### src/rtl/button_conditioner_pkg.sv
// Shared timer constants: button channel indices and 50 MHz default timing.
package timer_pkg;

    localparam int BTN_START   = 0;
    localparam int BTN_STOP    = 1;
    localparam int BTN_DELETE  = 2;
    localparam int BTN_INC_SEC = 3;
    localparam int BTN_INC_MIN = 4;

    localparam int N_BTN_DEFAULT = 5;
    localparam int CLK_HZ        = 50_000_000;

    // 20 ms debounce, 500 ms before the first repeat, 100 ms between repeats
    localparam int DEBOUNCE_CYCLES_DEFAULT = CLK_HZ / 50;
    localparam int REPEAT_DELAY_DEFAULT    = CLK_HZ / 2;
    localparam int REPEAT_PERIOD_DEFAULT   = CLK_HZ / 10;
    localparam logic [4:0] REPEAT_MASK_DEFAULT = 5'b11000;

    typedef enum logic [1:0] {
        RPT_IDLE   = 2'd0,
        RPT_DELAY  = 2'd1,
        RPT_REPEAT = 2'd2
    } rpt_state_t;

    function automatic int max_int(input int a, input int b);
        return (a > b) ? a : b;
    endfunction

endpackage

### src/rtl/button_conditioner_debounce_channel.sv
// One button channel: 2-flop synchronizer, debounce counter, press-edge pulse
// and optional hold-to-repeat state machine.
module debounce_channel
    import timer_pkg::*;
#(
    parameter int DEBOUNCE_CYCLES = DEBOUNCE_CYCLES_DEFAULT,
    parameter int REPEAT_DELAY    = REPEAT_DELAY_DEFAULT,
    parameter int REPEAT_PERIOD   = REPEAT_PERIOD_DEFAULT,
    parameter bit REPEAT_EN       = 1'b0
) (
    input  logic i_clk,
    input  logic i_reset,
    input  logic i_raw,
    output logic o_level,
    output logic o_pulse
);

    localparam int DB_W    = (DEBOUNCE_CYCLES > 2) ? $clog2(DEBOUNCE_CYCLES) : 1;
    localparam int RPT_MAX = max_int(REPEAT_DELAY, REPEAT_PERIOD);
    localparam int RPT_W   = (RPT_MAX > 2) ? $clog2(RPT_MAX) : 1;

    localparam logic [DB_W-1:0]  DB_LAST     = DB_W'(DEBOUNCE_CYCLES - 1);
    localparam logic [RPT_W-1:0] DELAY_LAST  = RPT_W'(REPEAT_DELAY - 1);
    localparam logic [RPT_W-1:0] PERIOD_LAST = RPT_W'(REPEAT_PERIOD - 1);

    logic             r_sync_p0;
    logic             r_sync_p1;
    logic             r_level;
    logic             r_pulse;
    logic [DB_W-1:0]  r_db_cnt;
    logic [RPT_W-1:0] r_rpt_cnt;
    rpt_state_t       r_state;

    logic w_toggle;
    logic w_rise;
    logic w_fall;

    function automatic logic [RPT_W-1:0] sat_inc(input logic [RPT_W-1:0] v);
        return (v == '1) ? v : v + 1'b1;
    endfunction

    // The level flips on the edge that completes DEBOUNCE_CYCLES mismatching samples
    assign w_toggle = (r_sync_p1 != r_level) && (r_db_cnt == DB_LAST);
    assign w_rise   = w_toggle && !r_level;
    assign w_fall   = w_toggle && r_level;

    always_ff @(posedge i_clk) begin
        if (i_reset) begin
            r_sync_p0 <= 1'b0;
            r_sync_p1 <= 1'b0;
            r_level   <= 1'b0;
            r_pulse   <= 1'b0;
            r_db_cnt  <= '0;
            r_rpt_cnt <= '0;
            r_state   <= RPT_IDLE;
        end else begin
            // stage p0 -> p1: metastability filter
            r_sync_p0 <= i_raw;
            r_sync_p1 <= r_sync_p0;

            if (r_sync_p1 == r_level) begin
                r_db_cnt <= '0;
            end else if (w_toggle) begin
                r_db_cnt <= '0;
                r_level  <= ~r_level;
            end else begin
                r_db_cnt <= r_db_cnt + 1'b1;
            end

            r_pulse <= w_rise;

            case (r_state)
                RPT_IDLE: begin
                    if (REPEAT_EN && w_rise) begin
                        r_state   <= RPT_DELAY;
                        r_rpt_cnt <= '0;
                    end
                end
                RPT_DELAY: begin
                    if (w_fall) begin
                        r_state   <= RPT_IDLE;
                        r_rpt_cnt <= '0;
                    end else if (r_rpt_cnt == DELAY_LAST) begin
                        r_pulse   <= 1'b1;
                        r_rpt_cnt <= '0;
                        r_state   <= RPT_REPEAT;
                    end else begin
                        r_rpt_cnt <= sat_inc(r_rpt_cnt);
                    end
                end
                RPT_REPEAT: begin
                    if (w_fall) begin
                        r_state   <= RPT_IDLE;
                        r_rpt_cnt <= '0;
                    end else if (r_rpt_cnt == PERIOD_LAST) begin
                        r_pulse   <= 1'b1;
                        r_rpt_cnt <= '0;
                    end else begin
                        r_rpt_cnt <= sat_inc(r_rpt_cnt);
                    end
                end
                default: begin
                    r_state   <= RPT_IDLE;
                    r_rpt_cnt <= '0;
                end
            endcase
        end
    end

    assign o_level = r_level;
    assign o_pulse = r_pulse;

endmodule

### src/rtl/button_conditioner.sv
// Push-button front end: one independent debounce/repeat channel per button.
module button_conditioner
    import timer_pkg::*;
#(
    parameter int               N_BTN           = N_BTN_DEFAULT,
    parameter int               DEBOUNCE_CYCLES = DEBOUNCE_CYCLES_DEFAULT,
    parameter int               REPEAT_DELAY    = REPEAT_DELAY_DEFAULT,
    parameter int               REPEAT_PERIOD   = REPEAT_PERIOD_DEFAULT,
    parameter logic [N_BTN-1:0] REPEAT_MASK     = N_BTN'(REPEAT_MASK_DEFAULT)
) (
    input  logic             clk,
    input  logic             reset,
    input  logic [N_BTN-1:0] btn_raw,
    output logic [N_BTN-1:0] btn_level,
    output logic [N_BTN-1:0] btn_pulse
);

    for (genvar i = 0; i < N_BTN; i++) begin : g_chan
        debounce_channel #(
            .DEBOUNCE_CYCLES (DEBOUNCE_CYCLES),
            .REPEAT_DELAY    (REPEAT_DELAY),
            .REPEAT_PERIOD   (REPEAT_PERIOD),
            .REPEAT_EN       (REPEAT_MASK[i])
        ) u_chan (
            .i_clk   (clk),
            .i_reset (reset),
            .i_raw   (btn_raw[i]),
            .o_level (btn_level[i]),
            .o_pulse (btn_pulse[i])
        );
    end

endmodule

### config.mk
export PLATFORM = sky130hd
export DESIGN_NAME = button_conditioner
export DESIGN_NICKNAME = d
export VERILOG_FILES = /design/src/rtl/button_conditioner_pkg.sv /design/src/rtl/button_conditioner_debounce_channel.sv /design/src/rtl/button_conditioner.sv
export SDC_FILE = /design/constraint.sdc
export NUM_CORES = 1
export LEC_CHECK = 0
export BUFFER_PORTS_ARGS = -buffer_cell sky130_fd_sc_hd__buf_4
export CAP_MARGIN = 30
export CELL_PAD_IN_SITES_DETAIL_PLACEMENT = 0
export CELL_PAD_IN_SITES_GLOBAL_PLACEMENT = 1
export CORE_ASPECT_RATIO = 1.1
export CORE_UTILIZATION = 30
export DETAILED_ROUTE_END_ITERATION = 6
export PLACE_DENSITY_LB_ADDON = 0.1
export SLEW_MARGIN = 25
export SYNTH_ARGS = -nofsm -noshare
export SYNTH_HDL_FRONTEND = slang
export SYNTH_SLANG_ARGS = --single-unit
export TNS_END_PERCENT = 100
### constraint.sdc
create_clock -name clk -period 3.8 [get_ports clk]
set_input_delay 0.76 -clock clk [delete_from_list [all_inputs] [get_ports clk]]
set_output_delay 0.76 -clock clk [all_outputs]
set_load 0.1 [all_outputs]
==> results.yml <==
yosys:
  synth_ff_type: "dfxtp_1"
  avgSynthCellArea_sq_um: 8.42
  synth_area_leaders: "dfxtp_1 (42%), nor2_1 (8.3%), xnor2_1 (8.2%)"
  synth_nets: 1004
  synth_top_area_share_pct: 42.0
  ys_ff_latch: 174
  synth_top_cell_by_area: "dfxtp_1"
  syn-cell-area_sq_um: 8290
  synth_edf_count: 0
  yosysWarnings: 0
  synthMostInstantiatedCell: "nor2_1"
  yosys-top-cells-count: "nor2_1 (183), dfxtp_1 (174), nand2_1 (87)"
  synth_cell_types: 66
  async_reset_ff_share_pct: 0
  syn_inst: 984
  ys_seq_area_share_pct: 42.0
min_path:
  hold_path_class: "register to register"
  worstHoldStart: "g_chan[3].u_chan.r_sync_p0"
  worstHoldEndpoint: "g_chan[3].u_chan.r_sync_p1"
  hold_path_depth: 1
layout:
  area_growth_pct: 12.4
  fin_cells: 1351
  nNetsFinal: 1001
  drive_gt1_share_pct: 7.85
  fillerInstances: 2860
  layout.area.seq_sq_um: 3480
  multiInputGateArea_sq_um: 4510
  diodes: 0
critical_path:
  r2r-end: "g_chan[4].u_chan.r_rpt_cnt[18]"
  slowest_stage: "or4b_4"
  endpoint_kind: "register"
  crit_required_ns: 4.16
  crit_arrival_ns: 3.04
  crit_path_max_incr_delay_ns: 0.55
  rrSetupSlack_ns: 1.12
  critPathLaunchType: "register"
  worstSetupPathType: "register to register"
  r2r_cells: 7
  cp_max_fo: 11
  crit_buf_inv: 1
  critPathLaunch: "g_chan[4].u_chan.r_db_cnt[6]"
  reg2reg_from: "g_chan[4].u_chan.r_db_cnt[6]"
  critical_path.top_delay_family: "simple AND/OR/NAND/NOR gates"
  path_cells: "or4b_4 -> nor4_4 -> a31oi_2 -> a211oi_2 -> buf_4 -> nand2_1 -> a31oi_1"
clock_network:
  tritoncts: "built"
  cts.repair.resized: 0
  clock_latency_ns: 0.43
  cts_buffers: 17
  cts_sinks: 174
  cts_hold_buf: 0
  clock_path_buffers: 2
  postCtsSetupBuffers: 0
  cts_root_buffer: "clkbuf_16"
  htree_num_levels: 4
  clk_pin_slew_worst_paths_ns: 0.08
global_routing:
  grt_usage_pct: 13.6
  grt_max_degree: 38
  grt_pass1_vias: 6435
  grt_overflow: 0
  antenna_found_initial: 0
  grt_pass1_wl_microns: 31500
outcome:
  outcome: "complete, no violations"
sta:
  rsz0062_at_grt: "no"
  fmax_mhz: 373
  tns_ns: 0
  finalClockSkew_ns: 0.0143
  fin_crit_sh_pct: 70.5
  layout_min_cycle_time_ns: 2.68
  final-hold-violation-count: 0
  final_max_slew_viol_count: 0
  worst_slew_pin_slew_ns: 0.876
  maxSlewHeadroom_pct: 41.5
  setup_violations: 0
die:
  die_h_microns: 176
  dieArea_sq_um: 28300
  start_util_pct: 30.6
  die_w_microns: 160
  design.core.area_sq_um: 27000
  io-pin-count: 17
  rows: 63
run:
  drv_cap: 0
placement:
  gp_congestion: 0.723
  dp_hpwl_microns: 12400
  io_buffers: 16
  place_inst: 1319
route:
  drc_errors: 0
  drt-initial-drc-count: 373
  ant_nets: 0
  wl_per_cell_microns: 13.2
  drt_wl_total_microns: 17900
  vias_per_cell: 4.75
  vias: 6412
  dr.pass1.iters: 4
power_and_ir_drop:
  combPwrFrac_pct: 3.1
  seqPwrFrac_pct: 48.0
  clkPwrFrac_pct: 48.9
  netSwitchingFraction_pct: 22.3
  cellLeakagePower_nw: 2.82
  p_sw_w: 0.000854
  power_density_nw_per_um2: 411
  irDropWorstVdd_mv: 0.202
  intPower_w: 0.00298
[worst register-to-register path: cells and delay by family (launching register included)]
family	cells	cell delay, ns
and+or+nand+nor	3	1.02
AOI/OAI and AO/OA	3	1.00
buffers and inverters	1	0.26
DFF	1	0.34
[layer usage]
metal | wire length (microns) | track usage, %
met5 | 0 | 0
met1 | 9100 | 17.8
met2 | 8210 | 22.4
met4 | 193 | 4.33
met3 | 382 | 2.56
[placed cells by master (no fill, tap or decap), types with 3 or more instances in the layout]
master      Yosys  final
or4_1           8      8
or3_1           9      9
o21ai_0         7      7
xor2_1         52     52
xnor2_1        78     78
or2_2           3      3
nand4_1        32     32
nor4bb_1        3      3
nand4b_1        3      3
and4_1         10     10
nor3b_1         5      5
bufinv_16       0      3
nand3b_1        6      6
buf_4          11     22
nand3_1        64     64
inv_1          20     20
ha_1           13     13
dfxtp_1       174    174
a21oi_1        12     11
clkbuf_8        0      4
nor2_1        183    183
nor4_1         22     22
nand2_1        87     87
nor3_1         38     37
clkinvlp_4      0      4
and2_1          8      8
o211ai_1        4      4
a31oi_1        12     12
a31o_2          3      3
nor3_2          2      3
nor2b_1        17     17
clkbuf_16       0     17
and3_1         20     20
nor4b_1         6      6
[per-stage QoR]
| step | total power (W) | area [sq um] | setup slack, ns | hold slack (ns) | utilization (%) |
|---|---|---|---|---|---|
| after floorplan | 0.00197 | 8290 | 1.59 | 0.414 | - |
| after global placement | 0.00200 | 8670 | 0.965 | 0.424 | 32.1 |
| after detailed placement | 0.00200 | 8680 | 1.05 | 0.430 | 32.1 |
| after CTS | 0.00391 | 9310 | 1.04 | 0.448 | 34.4 |
| after global routing | 0.00401 | 9310 | 0.862 | 0.458 | 34.4 |
| final | 0.00383 | 9310 | 1.12 | 0.440 | 34.4 |
[sequential cells by signal (all words and copies together) (netlist names)]
register                 count
g_chan.u_chan.r_db_cnt     100
g_chan.u_chan.r_rpt_cnt     50
g_chan.u_chan.o_level        5
g_chan.u_chan.o_pulse        5
g_chan.u_chan.r_sync_p0      5
g_chan.u_chan.r_sync_p1      5
g_chan.u_chan.r_state        4
[final cells by class]
type	instances	share of cell area [%]
clock buffers	21	5.16
clock inverters	11	1.67
inverters	20	0.806
multi-input cells	746	48.4
flip-flops and latches	174	37.4
well taps	357	4.80
repair buffers	22	1.77
[logic make-up (layout without fill, tap and decap cells)]
family,after synthesis,in the layout,share of synthesized area (%)
fa+ha+maj,13,13,1.96
mux,1,1,0.121
buf+inv,64,74,3.68
flops,174,174,42.0
simple gates,540,540,33.1
xor+xnor,130,130,13.7
compound gates,62,62,5.41
[how the worst max path moves through the flow]
stage,to,cells after the start
after floorplan,g_chan[4].u_chan.r_rpt_cnt[7],6
after global placement,g_chan[4].u_chan.r_rpt_cnt[16],7
after detailed placement,g_chan[4].u_chan.r_rpt_cnt[22],7
after CTS,g_chan[4].u_chan.r_rpt_cnt[18],7
after global routing,g_chan[4].u_chan.r_rpt_cnt[20],7
final,g_chan[4].u_chan.r_rpt_cnt[18],7
[power groups by stage]
stage / Sequential, W / Combinational (W) / Clock [W]
2_1_floorplan: 0.00188 / 0.0000901 / 0
4_1_cts: 0.00184 / 0.000124 / 0.00195
6_report: 0.00184 / 0.000120 / 0.00187
5_1_grt: 0.00184 / 0.000136 / 0.00203
3_5_place_dp: 0.00188 / 0.000123 / 0
3_3_place_gp: 0.00188 / 0.000123 / 0
Power figures use the tool's default switching activity.
